==> src/rtl/duty_cycle_meter_avg.sv <==
// rtl/duty_cycle_meter_avg.sv - averaging duty-cycle / period meter with hysteresis comparator
//
// Measures the duty cycle and period of an ADC-sampled pulse waveform,
// averaged over 2^AVG_LOG2 consecutive periods. The results are returned
// through a valid/ack handshake.
//
// Ports:
//   i_clk_10m      10 MHz system clock
//   i_rst          asynchronous active-high reset
//   i_adc_data     ADC sample, one per clock
//   i_thr_high     rising threshold (latched when leaving IDLE)
//   i_thr_low      falling threshold (latched when leaving IDLE)
//   i_cont_mode    1 = re-arm automatically after ack, 0 = single-shot
//   i_start        single-shot trigger pulse
//   i_result_ack   consumer acknowledge
//   o_busy         high in any state other than IDLE/HOLD
//   o_result_valid result registers valid, held until acked
//   o_result_err   result is an error report
//   o_err_code     00 ok, 01 timeout/saturation, 10 period too short, 11 bad thresholds
//   o_duty_cycle   duty in 0.01 % units
//   o_period_avg   average period in clock cycles
//   o_high_avg     average high time in clock cycles
module duty_cycle_meter_avg #(
  parameter int ADC_W       = 10,
  parameter int CNT_W       = 24,
  parameter int AVG_LOG2    = 2,
  parameter int TIMEOUT_MAX = 10_000_000,
  parameter int MIN_PERIOD  = 100
) (
  input  logic             i_clk_10m,
  input  logic             i_rst,
  input  logic [ADC_W-1:0] i_adc_data,
  input  logic [ADC_W-1:0] i_thr_high,
  input  logic [ADC_W-1:0] i_thr_low,
  input  logic             i_cont_mode,
  input  logic             i_start,
  input  logic             i_result_ack,
  output logic             o_busy,
  output logic             o_result_valid,
  output logic             o_result_err,
  output logic [1:0]       o_err_code,
  output logic [15:0]      o_duty_cycle,
  output logic [CNT_W-1:0] o_period_avg,
  output logic [CNT_W-1:0] o_high_avg
);

  localparam int SUM_W = CNT_W + AVG_LOG2;
  localparam int NUM_W = SUM_W + 14;
  localparam int PH_W  = $clog2(TIMEOUT_MAX + 2);
  localparam int IDX_W = AVG_LOG2 + 1;
  localparam logic [IDX_W-1:0] LAST_IDX = IDX_W'((1 << AVG_LOG2) - 1);

  typedef enum logic [2:0] {
    S_IDLE, S_ARM, S_SYNC, S_MEAS, S_DIV, S_DONE, S_HOLD
  } state_t;

  state_t             r_state, w_next;
  logic [ADC_W-1:0]   r_adc_d1, r_thr_h, r_thr_l;
  logic               r_sig, r_sig_prev;
  logic [PH_W-1:0]    r_phase;
  logic [CNT_W-1:0]   r_pcnt, r_hcnt;
  logic [SUM_W-1:0]   r_psum, r_hsum, r_rem;
  logic [IDX_W-1:0]   r_idx;
  logic [3:0]         r_step;
  logic [13:0]        r_quot;

  logic               w_fail;
  logic [1:0]         w_fail_code;
  logic [ADC_W-1:0]   w_thr_h, w_thr_l;
  logic               w_rise, w_timeout, w_sat, w_short, w_track, w_ge, w_bit;
  logic [NUM_W-1:0]   w_num;
  logic [13:0]        w_num_lo;
  logic [SUM_W-1:0]   w_rem_in, w_diff, w_rem_next;
  logic [SUM_W:0]     w_trial;
  logic [CNT_W-1:0]   w_pavg, w_havg;

  // In IDLE the comparator follows the live thresholds so that the level
  // seen on the first ARM cycle already reflects the values being latched.
  assign w_thr_h   = (r_state == S_IDLE) ? i_thr_high : r_thr_h;
  assign w_thr_l   = (r_state == S_IDLE) ? i_thr_low  : r_thr_l;
  assign w_rise    = r_sig & ~r_sig_prev;
  assign w_timeout = r_phase > PH_W'(TIMEOUT_MAX);
  assign w_sat     = &r_pcnt;
  assign w_track   = (r_state == S_ARM) || (r_state == S_SYNC) || (r_state == S_MEAS);
  assign w_pavg    = r_psum[SUM_W-1:AVG_LOG2];
  assign w_havg    = r_hsum[SUM_W-1:AVG_LOG2];
  assign w_short   = w_pavg < CNT_W'(MIN_PERIOD);

  // Restoring division of high_sum*10000 by period_sum. high_sum <= period_sum
  // keeps the quotient within 14 bits, so the partial remainder can start
  // directly from the numerator's upper bits without a separate load cycle.
  assign w_num      = NUM_W'(r_hsum) * NUM_W'(10000);
  assign w_num_lo   = w_num[13:0];
  assign w_rem_in   = (r_step == 4'd0) ? w_num[NUM_W-1:14] : r_rem;
  assign w_bit      = w_num_lo[4'd13 - r_step];
  assign w_trial    = {w_rem_in, w_bit};
  assign w_ge       = w_trial >= {1'b0, r_psum};
  assign w_diff     = w_trial[SUM_W-1:0] - r_psum;
  assign w_rem_next = w_ge ? w_diff : w_trial[SUM_W-1:0];

  assign o_busy = (r_state != S_IDLE) && (r_state != S_HOLD);

  always_comb begin
    w_next      = r_state;
    w_fail      = 1'b0;
    w_fail_code = 2'b00;
    case (r_state)
      S_IDLE: if (i_cont_mode || i_start) begin
        if (i_thr_low >= i_thr_high) begin
          w_fail = 1'b1; w_fail_code = 2'b11;
        end else begin
          w_next = S_ARM;
        end
      end
      S_ARM:  if (w_timeout) begin
        w_fail = 1'b1; w_fail_code = 2'b01;
      end else if (!r_sig) w_next = S_SYNC;
      S_SYNC: if (w_timeout) begin
        w_fail = 1'b1; w_fail_code = 2'b01;
      end else if (w_rise) w_next = S_MEAS;
      S_MEAS: if (w_timeout || w_sat) begin
        w_fail = 1'b1; w_fail_code = 2'b01;
      end else if (w_rise && (r_idx == LAST_IDX)) w_next = S_DIV;
      S_DIV:  if ((r_step == 4'd0) && w_short) begin
        w_fail = 1'b1; w_fail_code = 2'b10;
      end else if (r_step == 4'd13) w_next = S_DONE;
      S_DONE: w_next = S_HOLD;
      S_HOLD: if (i_result_ack) w_next = S_IDLE;
      default: w_next = S_IDLE;
    endcase
    if (w_fail) w_next = S_HOLD;
  end

  always_ff @(posedge i_clk_10m or posedge i_rst) begin
    if (i_rst) begin
      r_state <= S_IDLE;
      r_adc_d1 <= '0; r_thr_h <= '0; r_thr_l <= '0;
      r_sig <= 1'b0; r_sig_prev <= 1'b0;
      r_phase <= '0; r_pcnt <= '0; r_hcnt <= '0;
      r_psum <= '0; r_hsum <= '0; r_rem <= '0;
      r_idx <= '0; r_step <= '0; r_quot <= '0;
      o_result_valid <= 1'b0; o_result_err <= 1'b0; o_err_code <= 2'b00;
      o_duty_cycle <= '0; o_period_avg <= '0; o_high_avg <= '0;
    end else begin
      r_state    <= w_next;
      r_adc_d1   <= i_adc_data;
      r_sig_prev <= r_sig;
      if (r_adc_d1 >= w_thr_h)      r_sig <= 1'b1;
      else if (r_adc_d1 <= w_thr_l) r_sig <= 1'b0;

      if ((r_state == S_IDLE) && (w_next != S_IDLE)) begin
        r_thr_h <= i_thr_high;
        r_thr_l <= i_thr_low;
      end

      if (!w_track || (w_next != r_state) || w_rise) r_phase <= '0;
      else                                           r_phase <= r_phase + 1'b1;

      // The cycle carrying a rise is the first cycle of the new period.
      if ((r_state == S_SYNC) && (w_next == S_MEAS)) begin
        r_psum <= '0; r_hsum <= '0; r_idx <= '0;
        r_pcnt <= CNT_W'(1); r_hcnt <= CNT_W'(1);
      end else if (r_state == S_MEAS) begin
        if (w_rise) begin
          r_psum <= r_psum + SUM_W'(r_pcnt);
          r_hsum <= r_hsum + SUM_W'(r_hcnt);
          r_pcnt <= CNT_W'(1);
          r_hcnt <= CNT_W'(r_sig);
          r_idx  <= r_idx + 1'b1;
        end else begin
          r_pcnt <= r_pcnt + 1'b1;
          r_hcnt <= r_hcnt + CNT_W'(r_sig);
        end
      end

      if (r_state == S_DIV) begin
        r_rem  <= w_rem_next;
        r_quot <= {r_quot[12:0], w_ge};
        r_step <= r_step + 1'b1;
      end else begin
        r_step <= '0;
      end

      if (w_fail) begin
        o_result_valid <= 1'b1; o_result_err <= 1'b1; o_err_code <= w_fail_code;
        o_duty_cycle <= '0; o_period_avg <= '0; o_high_avg <= '0;
      end else if (r_state == S_DONE) begin
        o_result_valid <= 1'b1; o_result_err <= 1'b0; o_err_code <= 2'b00;
        o_duty_cycle <= {2'b00, r_quot};
        o_period_avg <= w_pavg;
        o_high_avg   <= w_havg;
      end else if ((r_state == S_HOLD) && i_result_ack) begin
        o_result_valid <= 1'b0;
      end
    end
  end

endmodule
==> config.mk <==
export PLATFORM = sky130hd
export DESIGN_NAME = duty_cycle_meter_avg
export DESIGN_NICKNAME = d
export VERILOG_FILES = /design/src/rtl/duty_cycle_meter_avg.sv
export SDC_FILE = /design/constraint.sdc
export NUM_CORES = 1
export LEC_CHECK = 0
export CORE_ASPECT_RATIO = 0.75
export CORE_MARGIN = 2
export CORE_UTILIZATION = 25
export DETAILED_ROUTE_END_ITERATION = 6
export GPL_TIMING_DRIVEN = 0
export PLACE_DENSITY = 0.49
export SLEW_MARGIN = 10
export SYNTH_ARGS = -nofsm -noshare
export SYNTH_HDL_FRONTEND = slang
export SYNTH_SLANG_ARGS = --single-unit
==> constraint.sdc <==
create_clock -name i_clk_10m -period 12.77 [get_ports i_clk_10m]
set_clock_uncertainty 0.15 [all_clocks]
set_input_delay 2.554 -clock i_clk_10m [delete_from_list [all_inputs] [get_ports i_clk_10m]]
set_output_delay 2.554 -clock i_clk_10m [all_outputs]
set_load 0.05 [all_outputs]
# Word level (Yosys, flattened, before mapping)
# Cells that the tools add are included.
word_totals:
  ff_bits: 274
  output_inout_bits: 69
  word_cells: 139
op_classes:
  add_sub_neg: 9
  multipliers: 1
  n_lt_le_gt_ge: 7
  eq_ne: 11
  muxes: 63
  bitwise: 2
  reduce_logical: 25
ops:
  columns: ["cell", "count"]
  rows:
  - ["$mux 24", 11]
  - ["$mux 26", 8]
  - ["$add 26x24->26", 2]
  - ["$add 24x1->24 const B", 2]
  - ["$mux 3", 15]
  - ["$mul 26x10->36 const B", 1]
  - ["$mux 16", 2]
  - ["$ge 27x26->1", 1]
  - ["$sub 26x26->26", 1]
  - ["$add 24x1->24", 1]
  - ["$gt 24x24->1 const B", 1]
  - ["$lt 24x7->1 const B", 1]
  - ["$reduce_and 24->1", 1]
  - ["$pmux 3 s7", 1]
  - ["$ge 10x10->1", 2]
  - ["$mux 10", 2]
  - ["$mux 1", 15]
  - ["$eq 3x2->1 const B", 4]
  - ["$le 10x10->1", 1]
  - ["$mux 2", 5]
  - ["$eq 3x3->1 const B", 3]
  - ["$reduce_bool 3->1", 3]
  - ["$pmux 2 s4", 1]
  - ["$reduce_bool 2->1", 4]
  - ["20 further kinds", 30]

# Depth between registers and ports, before layout
# Gate-level depths: netlist of the first run.
logic_depth:
  depth_word: 11
  mapped_depth: 33
  mapped_depth_nobuf: 31

# Worst setup path after synthesis of the first run
# Ideal clock, no wire load.
synth_timing:
  path_type: "reg2reg"
  start: "register r_hsum[8]"
  end: "register r_rem[12]"
  setup_time_ps: 123
  t_arrival_ps: 6482
  path_slack_ps: 6015
  path_stages_with_launch: 30
  n_path_buf: 2
  period_less_slack_ps: 6755
  cell_sequence: "dfrtp_1 -> inv_1 -> fa_1 -> inv_1 -> ha_1 -> fa_1 -> ha_1 -> fa_1 -> ha_1 -> a211oi_1 -> nor2b_1 -> o31ai_1 -> o21a_1 -> a211o_1 -> a21oi_1 -> xor2_1 -> o21ai_0 -> ha_1 -> a211oi_1 -> o21bai_1 -> a211oi_1 -> o21a_1 -> o211ai_1 -> o21ai_0 -> and4_1 -> buf_2 -> buf_2 -> nor2_1 -> a211oi_1 -> nor2_1"
synth_between:
  elab_chain_len: 5
  elab_cells_between_ends: 7
synth_lines:
  columns: ["item", "line", "text"]
  rows:
  - ["from (decl)", "62", "logic [SUM_W-1:0] r_psum, r_hsum, r_rem;"]
  - ["from (signal assigned)", "166", "r_hsum <= r_hsum + SUM_W'(r_hcnt);"]
  - ["$mul 26x10->36 *", "92", "assign w_num = NUM_W'(r_hsum) * NUM_W'(10000);"]
  - ["$bmux 1 s4", "95", "assign w_bit = w_num_lo[4'd13 - r_step];"]
  - ["$mux 1 (not written as such)", "95", null]
  - ["$sub 26x26->26 or $ge 27x26->1 (tied branches)", "98, 97", null]
  - ["$mux 26 *", "99", "assign w_rem_next = w_ge ? w_diff : w_trial[SUM_W-1:0];"]
  - ["to (signal assigned)", "177", "r_rem <= w_rem_next;"]
  - ["to (decl)", "62", null]
# Every way passes the cells marked *; elsewhere a longest branch is shown, timed or not. The select of a mux whose other input is x is not followed.
# A chain may end at the register's enable or synchronous reset.

# Final worst setup path of the first run
layout_timing:
  start: "register r_hsum[8]"
  end: "register r_rem[11]"
# The elaborated chain is that of the path after synthesis.

==> results of run 1 <==
cells in the mapped netlist, types with 17 or more instances:
master	count
o21a_1	17
inv_1	194
nand4_1	29
nand2_1	338
mux2_2	24
buf_2	17
dfrtp_1	272
and3_1	26
nand3_1	53
mux2i_1	29
fa_1	68
nor2_1	172
a211oi_1	29
nor3_1	27
clkbuf_1	53
xor2_1	71
o21ai_0	126
or3_1	21
a21o_1	41
xnor2_1	70
ha_1	216
a21oi_1	200
final timing paths:
path,start,endpoint,depth (start not counted)
worst max register to register,r_hsum[8],r_rem[11],29
worst max-delay path,r_hsum[8],r_rem[11],29
worst min-delay path,r_quot[13],r_quot[13],2
worst min register to register,r_quot[13],r_quot[13],2
max in group asynchronous,i_rst,o_duty_cycle[6],4
min in group asynchronous,i_rst,r_adc_d1[9],2
per-stage QoR:
step / cells / TNS (ns) / setup slack, ns
floorplan: 2283 / 0 / 2.57
global placement: 3442 / -468.52 / -1.75
detailed placement: 3445 / 0 / 4.44
CTS: 3502 / 0 / 4.38
global route: 3502 / 0 / 3.87
finish: 3503 / 0 / 4.24
state kept, by name, summed over array words and instances (netlist names), 24 cells and up:
register      flops
r_hsum           26
o_high_avg       24
r_phase          24
r_pcnt           24
r_hcnt           24
o_period_avg     24
r_rem            26
r_psum           26
metal layers:
metal | part of all wire (%) | up-vias | track usage, %
met5 | 0 | - | 0
met4 | 1.4 | 0 | 2.75
met3 | 7.5 | 55 | 3.96
met2 | 36 | 380 | 19.2
met1 | 55 | 7819 | 24.7
li1 | - | 8144 | -
tightest hold or removal path, stage by stage, from the launching register on:
cell	delay, ns
dfrtp_1	0.34
nand2_1	0.05
nand2_1	0.06
kinds of logic after synthesis:
logic type                 after synthesis  share of synthesized area (%)
muxes                                   54                           2.88
buffers and inverters                  270                           5.15
other                                    1                         0.0185
xor gates and xnor gates               141                           6.10
and+or+nand+nor                        743                           16.5
AOI/OAI and AO/OA                      517                           15.6
DFF                                    272                           33.6
adders and majority gates              284                           20.1
cell type report:
| type | instances | area, um2 |
|---|---|---|
| well taps | 1058 | 1320 |
| multi-input cells | 1741 | 12400 |
| clock buffers | 47 | 991 |
| flip-flops and latches | 272 | 6810 |
| repair buffers | 104 | 1090 |
| fillers | 8586 | 56500 |
| clock inverters | 10 | 110 |
| inverters | 194 | 736 |
| plain buffers | 76 | 314 |
| diodes | 1 | 2.50 |
power groups by stage:
| stage | Combinational, W | Clock [W] | Sequential [W] |
|---|---|---|---|
| floorplan | 0.00147 | 0 | 0.00118 |
| global placement | 0.00216 | 0 | 0.00115 |
| detailed placement | 0.00215 | 0 | 0.00115 |
| CTS | 0.00218 | 0.00103 | 0.00114 |
| global route | 0.00244 | 0.00106 | 0.00116 |
| finish | 0.00220 | 0.000990 | 0.00114 |
cells in the final DEF (no fill, tap or decap), types with 11 or more instances in the layout:
| master | count |
|---|---|
| or3_1 | 21 |
| mux2_2 | 24 |
| xor2_1 | 71 |
| a21o_1 | 41 |
| nand2_1 | 338 |
| nand2b_1 | 14 |
| mux2i_1 | 29 |
| ha_1 | 216 |
| nand4_1 | 29 |
| nor2_1 | 171 |
| o21bai_1 | 11 |
| nor2b_1 | 14 |
| a21oi_1 | 200 |
| nand3_1 | 53 |
| o21ai_0 | 126 |
| clkdlybuf4s50_1 | 101 |
| buf_2 | 17 |
| dfrtp_1 | 272 |
| clkbuf_1 | 58 |
| and3_1 | 26 |
| clkbuf_16 | 35 |
| nor3_1 | 27 |
| o21a_1 | 17 |
| fa_1 | 68 |
| a211oi_1 | 29 |
| inv_1 | 193 |
| xnor2_1 | 70 |
| o211ai_1 | 15 |
| and2_1 | 15 |
==> results.py, run 1 <==
metrics = {
    "run_status": {
        "outcome": "completed",
    },
    "critical_path": {
        "crit_type": "reg -> reg",
        "critPathSlowestCell": "o21ai_0",
        "startpoint_type": "flip-flop",
        "cpPeakStageDelay_ns": 0.65,
        "crit_path_end_kind": "flip-flop",
        "arrival_ns": 8.80,
        "critical_path_peak_fanout": 10,
        "required_ns": 13.04,
        "crit_family": "compound AO/OA/AOI/OAI gates",
        "worst-path-buf-inv": 4,
        "crit_top_cell": "ha_1",
        "rrSetupSlack_ns": 4.24,
    },
    "yosys": {
        "synth.top_cell.area_share_pct": 33.6,
        "synth_cell_type_count": 77,
        "synth.area.top_cells": "dfrtp_1, ha_1, fa_1",
        "avgSynthCellArea_um2": 8.87,
        "synth_area_um2": 20200,
        "syn_inst": 2282,
        "synth-seq-cells": 272,
        "yosys.area.top_type": "dfrtp_1",
        "synth_seq_area_share_pct": 33.6,
        "yosys_warnings": 0,
        "synthFlopType": "dfrtp_1",
        "synthArstFlopShare_pct": 100,
        "synth_enable_flop_cells": 0,
    },
    "cts": {
        "cts_buffers": 34,
        "cts_sinks": 272,
        "tritoncts": "built",
        "htreeDepth": 2,
        "clockBufferDepth": 3,
        "ctsResizeCount": 0,
        "clkLatencyLatePin_ns": 0.57,
        "path_clk_slew_ns": 0.06,
        "post_cts_buffers": 0,
        "hold_buffers": 0,
        "cts-root-buf": "clkbuf_16",
    },
    "route": {
        "drc_errors": 0,
        "drt-initial-drc-count": 1241,
        "drt.antenna.violating_nets": 0,
        "wl_per_cell_um": 17.9,
        "drtPass1Iterations": 5,
        "drt_wl_total_um": 62600,
        "via_count": 16400,
        "via_per_inst": 4.68,
    },
    "placed_design": {
        "portBuffers": 101,
        "gp_congestion": 0.871,
        "placed_cell_area_um2": 22700,
        "hpwl_um": 48400,
    },
    "sta": {
        "max-slew-margin-rel_pct": 20.6,
        "hold_viol": 0,
        "rsz0062_at_grt": "false",
        "finalCriticalPeriod_ns": 8.53,
        "max_freq_ghz": 0.117,
        "period_share_pct": 66.8,
        "drv_slew": 0,
        "setup_viol_count_final": 0,
        "whs_ns": 0.329,
        "tightest_slew_ns": 1.18,
    },
    "grt": {
        "groute.usage.overall_pct": 15.1,
        "grt_max_degree": 83,
        "grt_overflow": 0,
        "grt_pass1_vias": 16000,
        "antenna_found_initial": 2,
        "grt_pass1_wl_um": 98500,
    },
    "finish": {
        "drive_above_1_share_pct": 5.03,
        "area_growth_pct": 17.5,
        "nets": 2742,
        "final_util_pct": 29.6,
        "stdcell_area_um2": 23800,
    },
    "pwr": {
        "clkPwrFrac_pct": 22.9,
        "power_leakage_nw": 11.3,
        "powerDensity_nw_per_um2": 182,
        "seq_power_share_pct": 26.3,
        "p_sw_w": 0.00195,
        "p_int_w": 0.00238,
        "swShare_pct": 45.1,
        "comb_power_share_pct": 50.8,
        "finalPower_w": 0.00433,
        "irDropWorstVdd_mv": 0.120,
    },
    "min_path": {
        "hold_class": "reg -> reg",
    },
    "die": {
        "fp.dieW_um": 332,
        "pin_count": 104,
        "rows": 90,
        "die-area_um2": 83200,
        "core_um2": 80300,
        "start_util_pct": 25.2,
        "fp.dieH_um": 250,
    },
    "flow_run": {
        "drv_cap": 0,
    },
}
Power figures use the tool's default switching activity.
==> run 2: changes to the inputs <==
==> constraint.sdc (replaced) <==
create_clock -name i_clk_10m -period 8.8 [get_ports i_clk_10m]
set_clock_uncertainty 0.15 [all_clocks]
set_input_delay 1.76 -clock i_clk_10m [delete_from_list [all_inputs] [get_ports i_clk_10m]]
set_output_delay 1.76 -clock i_clk_10m [all_outputs]
set_load 0.05 [all_outputs]
==> run 2 against run 1 <==
Compared with the run above:
- combinational power up 45%
- sequential cell count is the same
- non-clock buffer count grew 7
- hold slack gained 0.0060 ns
- critical path depth is the same
- total power rose by 45%
- count of clock-buffer cells in the layout fell by 4
- design area rose by 0.55%
- clock power increased by 43%
- utilization increased by 0.16 points
- setup slack got worse by 3.8 ns
- largest cell class unchanged
==> results.py, run 2 (synthesis results as in run 1) <==
metrics = {
    "run_status": {
        "outcome": "completed",
    },
    "cts": {
        "path_clk_slew_ns": 0.06,
        "htreeDepth": 1,
        "cts_buffers": 30,
        "clockBufferDepth": 3,
        "tritoncts": "built",
        "clkLatencyLatePin_ns": 0.62,
        "cts-root-buf": "clkbuf_16",
        "hold_buffers": 0,
        "cts_sinks": 272,
    },
    "route": {
        "wl_per_cell_um": 17.6,
        "via_count": 16500,
        "m1WireLength_um": 33900,
        "via_per_inst": 4.70,
        "drt_wl_total_um": 61800,
        "route.met2.wl_um": 22400,
        "drt.antenna.violating_nets": 0,
        "wl_met3_um": 4760,
        "dr.max_layer_used": "met4",
        "drt-initial-drc-count": 1347,
        "drc_errors": 0,
        "drtPass1Iterations": 5,
    },
    "critical_path": {
        "critical_path_peak_fanout": 10,
        "startpoint_type": "flip-flop",
        "crit_top_cell": "ha_1",
        "crit_path_end_kind": "flip-flop",
        "ff2ff_path_depth": 29,
        "arrival_ns": 8.68,
        "required_ns": 9.11,
        "critPathSlowestCell": "fa_1",
        "cpPeakStageDelay_ns": 0.56,
        "crit_type": "reg -> reg",
    },
    "sta": {
        "setup_viol_count_final": 0,
        "max_freq_ghz": 0.119,
        "max-slew-margin-rel_pct": 22.6,
        "rsz0062_at_grt": "false",
        "period_share_pct": 95.2,
        "hold_viol": 0,
        "tightest_slew_ns": 1.15,
        "finalCriticalPeriod_ns": 8.38,
        "drv_slew": 0,
        "whs_ns": 0.335,
        "fin_tns_setup_ns": 0,
        "setup_ws_ns": 0.423,
    },
    "placed_design": {
        "place_inst": 3452,
        "gp_congestion": 0.861,
        "hpwl_um": 48800,
        "portBuffers": 101,
        "placed_cell_area_um2": 22800,
        "pre_cts_slack_ns": 0.478,
    },
    "pwr": {
        "power_leakage_nw": 11.3,
        "irDropWorstVdd_mv": 0.222,
        "powerDensity_nw_per_um2": 263,
    },
    "finish": {
        "n_fill_cell": 8584,
        "drive_above_1_share_pct": 5.35,
        "instances_no_fill": 3509,
        "stdcell_area_um2": 23900,
        "mostFrequentLayoutCell": "nand2_1",
        "reg_top3": "r_hsum: 26 flops, r_psum: 26 flops, r_rem: 26 flops",
        "final_cell_mix": "nand2_1, dfrtp_1, ha_1",
        "nets": 2745,
        "area_growth_pct": 18.1,
    },
    "grt": {
        "groute.usage.overall_pct": 14.9,
        "grt_pass1_vias": 15900,
        "antenna_found_initial": 3,
        "grt_max_degree": 37,
        "grt_overflow": 0,
        "grt_pass1_wl_um": 97700,
    },
    "min_path": {
        "holdPathStages": 2,
        "hold_class": "reg -> reg",
    },
    "die": {
        "fp.dieH_um": 250,
        "die-area_um2": 83200,
        "pin_count": 104,
        "rows": 90,
        "core_um2": 80300,
        "start_util_pct": 25.2,
        "fp.dieW_um": 332,
    },
    "flow_run": {
        "drv_cap": 0,
    },
}
run 2: worst paths after layout:
path	from	end	slack (ns)
min	r_rem[7]	r_rem[7]	0.33
min reg2reg	r_rem[7]	r_rem[7]	0.33
max in group asynchronous	i_rst	o_high_avg[18]	6.12
max	r_hsum[9]	r_rem[11]	0.42
min in group asynchronous	i_rst	r_adc_d1[2]	1.37
max reg2reg	r_hsum[9]	r_rem[11]	0.42
run 2: repair_timing:
action | CTS | global route
buffers inserted | 0 | 0
gates resized for setup | 0 | 4
setup endpoints to repair | 0 | 15
run 2: critical path: cells and delay by family, from the launching register on:
family                   cells  cell delay, ns
adder cells (fa/ha/maj)      7            2.98
AO/OA/AOI/OAI               14            2.94
buffers and inverters        4            0.82
flip-flops                   1            0.49
AND/OR/NAND/NOR              3            0.49
XOR/XNOR                     1            0.35
run 2: power by group:
| group | leakage (nW) | internal (W) | switching (W) |
|---|---|---|---|
| Clock | 0.539 | 0.000843 | 0.000580 |
| Combinational | 7.15 | 0.00118 | 0.00202 |
| Sequential | 3.64 | 0.00146 | 0.000191 |
| Total | 11.3 | 0.00349 | 0.00279 |
run 2: area by class of cell:
type	count	area, um2	area share [%]
flip-flops and latches	272	6810	28.5
inverters	194	732	3.06
plain buffers	76	319	1.34
repair buffers	111	1220	5.11
clock inverters	13	221	0.927
well taps	1058	1320	5.54
clock buffers	43	880	3.68
diodes	1	2.50	0.0105
multi-input cells	1741	12400	51.8
run 2: routing by layer:
layer | global-route usage [%] | up-vias
li1 | - | 8156
met1 | 24.5 | 7892
met2 | 19.3 | 395
met3 | 3.59 | 39
met4 | 1.92 | 0
met5 | 0 | -
run 2: through the flow:
step | total power, W | util, %
3_5_place_dp | 0.00481 | 28.4
3_3_place_gp | 0.00481 | 28.1
6_report | 0.00628 | 29.8
4_1_cts | 0.00628 | 29.8
2_1_floorplan | 0.00385 | -
5_1_grt | 0.00675 | 29.8
==> run 3: changes to the inputs <==
--- a/config.mk
+++ b/config.mk
@@ -7,10 +7,10 @@
 export LEC_CHECK = 0
 export CORE_ASPECT_RATIO = 0.75
 export CORE_MARGIN = 2
-export CORE_UTILIZATION = 25
+export CORE_UTILIZATION = 35
 export DETAILED_ROUTE_END_ITERATION = 6
 export GPL_TIMING_DRIVEN = 0
-export PLACE_DENSITY = 0.49
+export PLACE_DENSITY = 0.6
 export SLEW_MARGIN = 10
 export SYNTH_ARGS = -nofsm -noshare
 export SYNTH_HDL_FRONTEND = slang
==> run 3 against run 2 <==
Compared with the run above:
- non-clock buffer count decreased by 2
- count of clock-buffer cells in the layout shrank 7
- via count is 3.3% higher
- register-to-register slack lost 0.02 ns
- die area decreased by 28%
- first-iteration DRC count rose by 11%
- hold slack got worse by 0.0038 ns
- clock power increased by 5%
- combinational power shrank 2%
- setup slack lost 0.016 ns
- design area decreased by 1.4%
- total power about the same
- critical path type unchanged
- critical endpoint is now r_rem[20]
==> results.py, run 3 (synthesis results as in run 1) <==
metrics = {
    "grt": {
        "antenna_found_initial": 1,
        "groute.usage.overall_pct": 19.9,
        "grt_pass1_wl_um": 93400,
        "grt_max_degree": 37,
        "met3_usage_pct": 5.07,
        "grt_overflow": 0,
        "use_met1_pct": 29.7,
        "grtUsageMet2_pct": 29.1,
        "grt_pass1_vias": 16600,
        "busiest_layer": "met1",
    },
    "min_path": {
        "hold_class": "reg -> reg",
        "min_from": "r_quot[13]",
    },
    "finish": {
        "area_growth_pct": 16.5,
        "stdcell_area_um2": 23600,
        "reg_top3": "r_hsum: 26 flops, r_psum: 26 flops, r_rem: 26 flops",
        "final_cell_mix": "nand2_1, dfrtp_1, ha_1",
        "nets": 2743,
        "mostFrequentLayoutCell": "nand2_1",
        "drive_above_1_share_pct": 5.35,
        "insertedDiodeCount": 0,
    },
    "die": {
        "die-area_um2": 59800,
        "core_um2": 57200,
        "pin_count": 104,
        "fp.dieW_um": 282,
        "rows": 76,
        "fp.dieH_um": 212,
        "start_util_pct": 35.3,
    },
    "cts": {
        "cts_sinks": 272,
        "hold_buffers": 0,
        "clockBufferDepth": 3,
        "cts-root-buf": "clkbuf_16",
        "tritoncts": "built",
        "path_clk_slew_ns": 0.07,
        "post_cts_buffers": 0,
        "clkLatencyLatePin_ns": 0.60,
        "htreeDepth": 1,
        "cts_buffers": 30,
    },
    "route": {
        "via_per_inst": 5.27,
        "drt-initial-drc-count": 1494,
        "drtPass1Iterations": 5,
        "via_count": 17000,
        "wl_per_cell_um": 18.1,
        "drc_errors": 0,
        "drt.antenna.violating_nets": 0,
        "drt_wl_total_um": 58500,
    },
    "pwr": {
        "power_leakage_nw": 11.3,
        "finalPower_w": 0.00628,
        "powerDensity_nw_per_um2": 266,
        "irDropWorstVdd_mv": 0.232,
    },
    "placed_design": {
        "portBuffers": 101,
        "hpwl_um": 46000,
        "placed_cell_area_um2": 22400,
        "gp_congestion": 0.946,
    },
    "critical_path": {
        "crit_path_end_kind": "flip-flop",
        "cpPeakStageDelay_ns": 0.57,
        "arrival_ns": 8.72,
        "critical_path_peak_fanout": 10,
        "critPathSlowestCell": "fa_1",
        "required_ns": 9.13,
        "startpoint": "r_hsum[9]",
        "startpoint_type": "flip-flop",
        "crit_top_cell": "ha_1",
        "crit_type": "reg -> reg",
        "worstReg2RegStart": "r_hsum[9]",
    },
    "sta": {
        "drv_slew": 0,
        "period_share_pct": 95.4,
        "max-slew-margin-rel_pct": 18.4,
        "rsz0062_at_grt": "false",
        "fin_tns_setup_ns": 0,
        "max_freq_ghz": 0.119,
        "finalCriticalPeriod_ns": 8.39,
        "hold_viol": 0,
        "tightest_slew_ns": 1.22,
        "setup_viol_count_final": 0,
    },
    "run_status": {
        "outcome": "completed",
    },
    "flow_run": {
        "drv_cap": 0,
    },
}
## run 3: changes by cell type in the layout (fill, tap and decap cells not counted), sizes merged
cell,change
bufinv,+4
clkinv,+1
diode,-1
clkbuf,-8
buf,-1
clkinvlp,+1
## run 3: per-stage QoR
stage          instances  hold slack (ns)  utilization, %  worst slack (ns)
2_1_floorplan       2283            0.281               -              2.05
6_report            3227            0.331            41.2             0.407
3_3_place_gp        3164            0.313            38.8             0.578
3_5_place_dp        3172            0.319            39.1             0.520
5_1_grt             3227            0.351            41.2            0.0176
4_1_cts             3227            0.334            41.2             0.508
## run 3: metal layers
layer | wire [um] | vias up
li1 | - | 8133
met1 | 28700 | 8311
met2 | 23800 | 517
met3 | 5030 | 59
met4 | 993 | 0
met5 | 0 | -
## run 3: area by class of cell
type                            count  area [um2]
Tap cell                          780         976
Fill cell                        5709       33700
Inverter                          194         732
Timing Repair Buffer              109        1170
Clock inverter                     19         358
Buffer                             76         317
Sequential cell                   272        6810
Clock buffer                       36         813
Multi-Input combinational cell   1741       12400
## run 3: report_power, final
part	internal (W)	switching [W]	leakage (nW)	total, W
Combinational	0.00117	0.00196	7.13	0.00313
Sequential	0.00146	0.000190	3.64	0.00165
Clock	0.000926	0.000567	0.568	0.00149
Total	0.00356	0.00272	11.3	0.00628
## run 3: path summary, 6_finish.rpt
check | depth (start not counted) | slack, ns | end
worst max register to register | 28 | 0.41 | r_rem[20]
max in group asynchronous | 4 | 6.14 | r_hcnt[13]
worst min register to register | 2 | 0.33 | r_quot[13]
worst max-delay path | 28 | 0.41 | r_rem[20]
min in group asynchronous | 2 | 1.46 | r_thr_h[3]
worst min-delay path | 2 | 0.33 | r_quot[13]
## run 3: critical path: cells and delay by family, from the launching register on
family | cells | cell delay (ns)
AO/OA/AOI/OAI | 12 | 3.13
adder cells (fa/ha/maj) | 7 | 2.94
buffers and inverters | 4 | 0.88
AND/OR/NAND/NOR | 4 | 0.56
flip-flops | 1 | 0.48
XOR/XNOR | 1 | 0.16
## run 3: timing repair
item | CTS | global route
setup endpoints to repair | 0 | 3
hold endpoints to repair | 0 | 0
gates resized for setup | 0 | 4
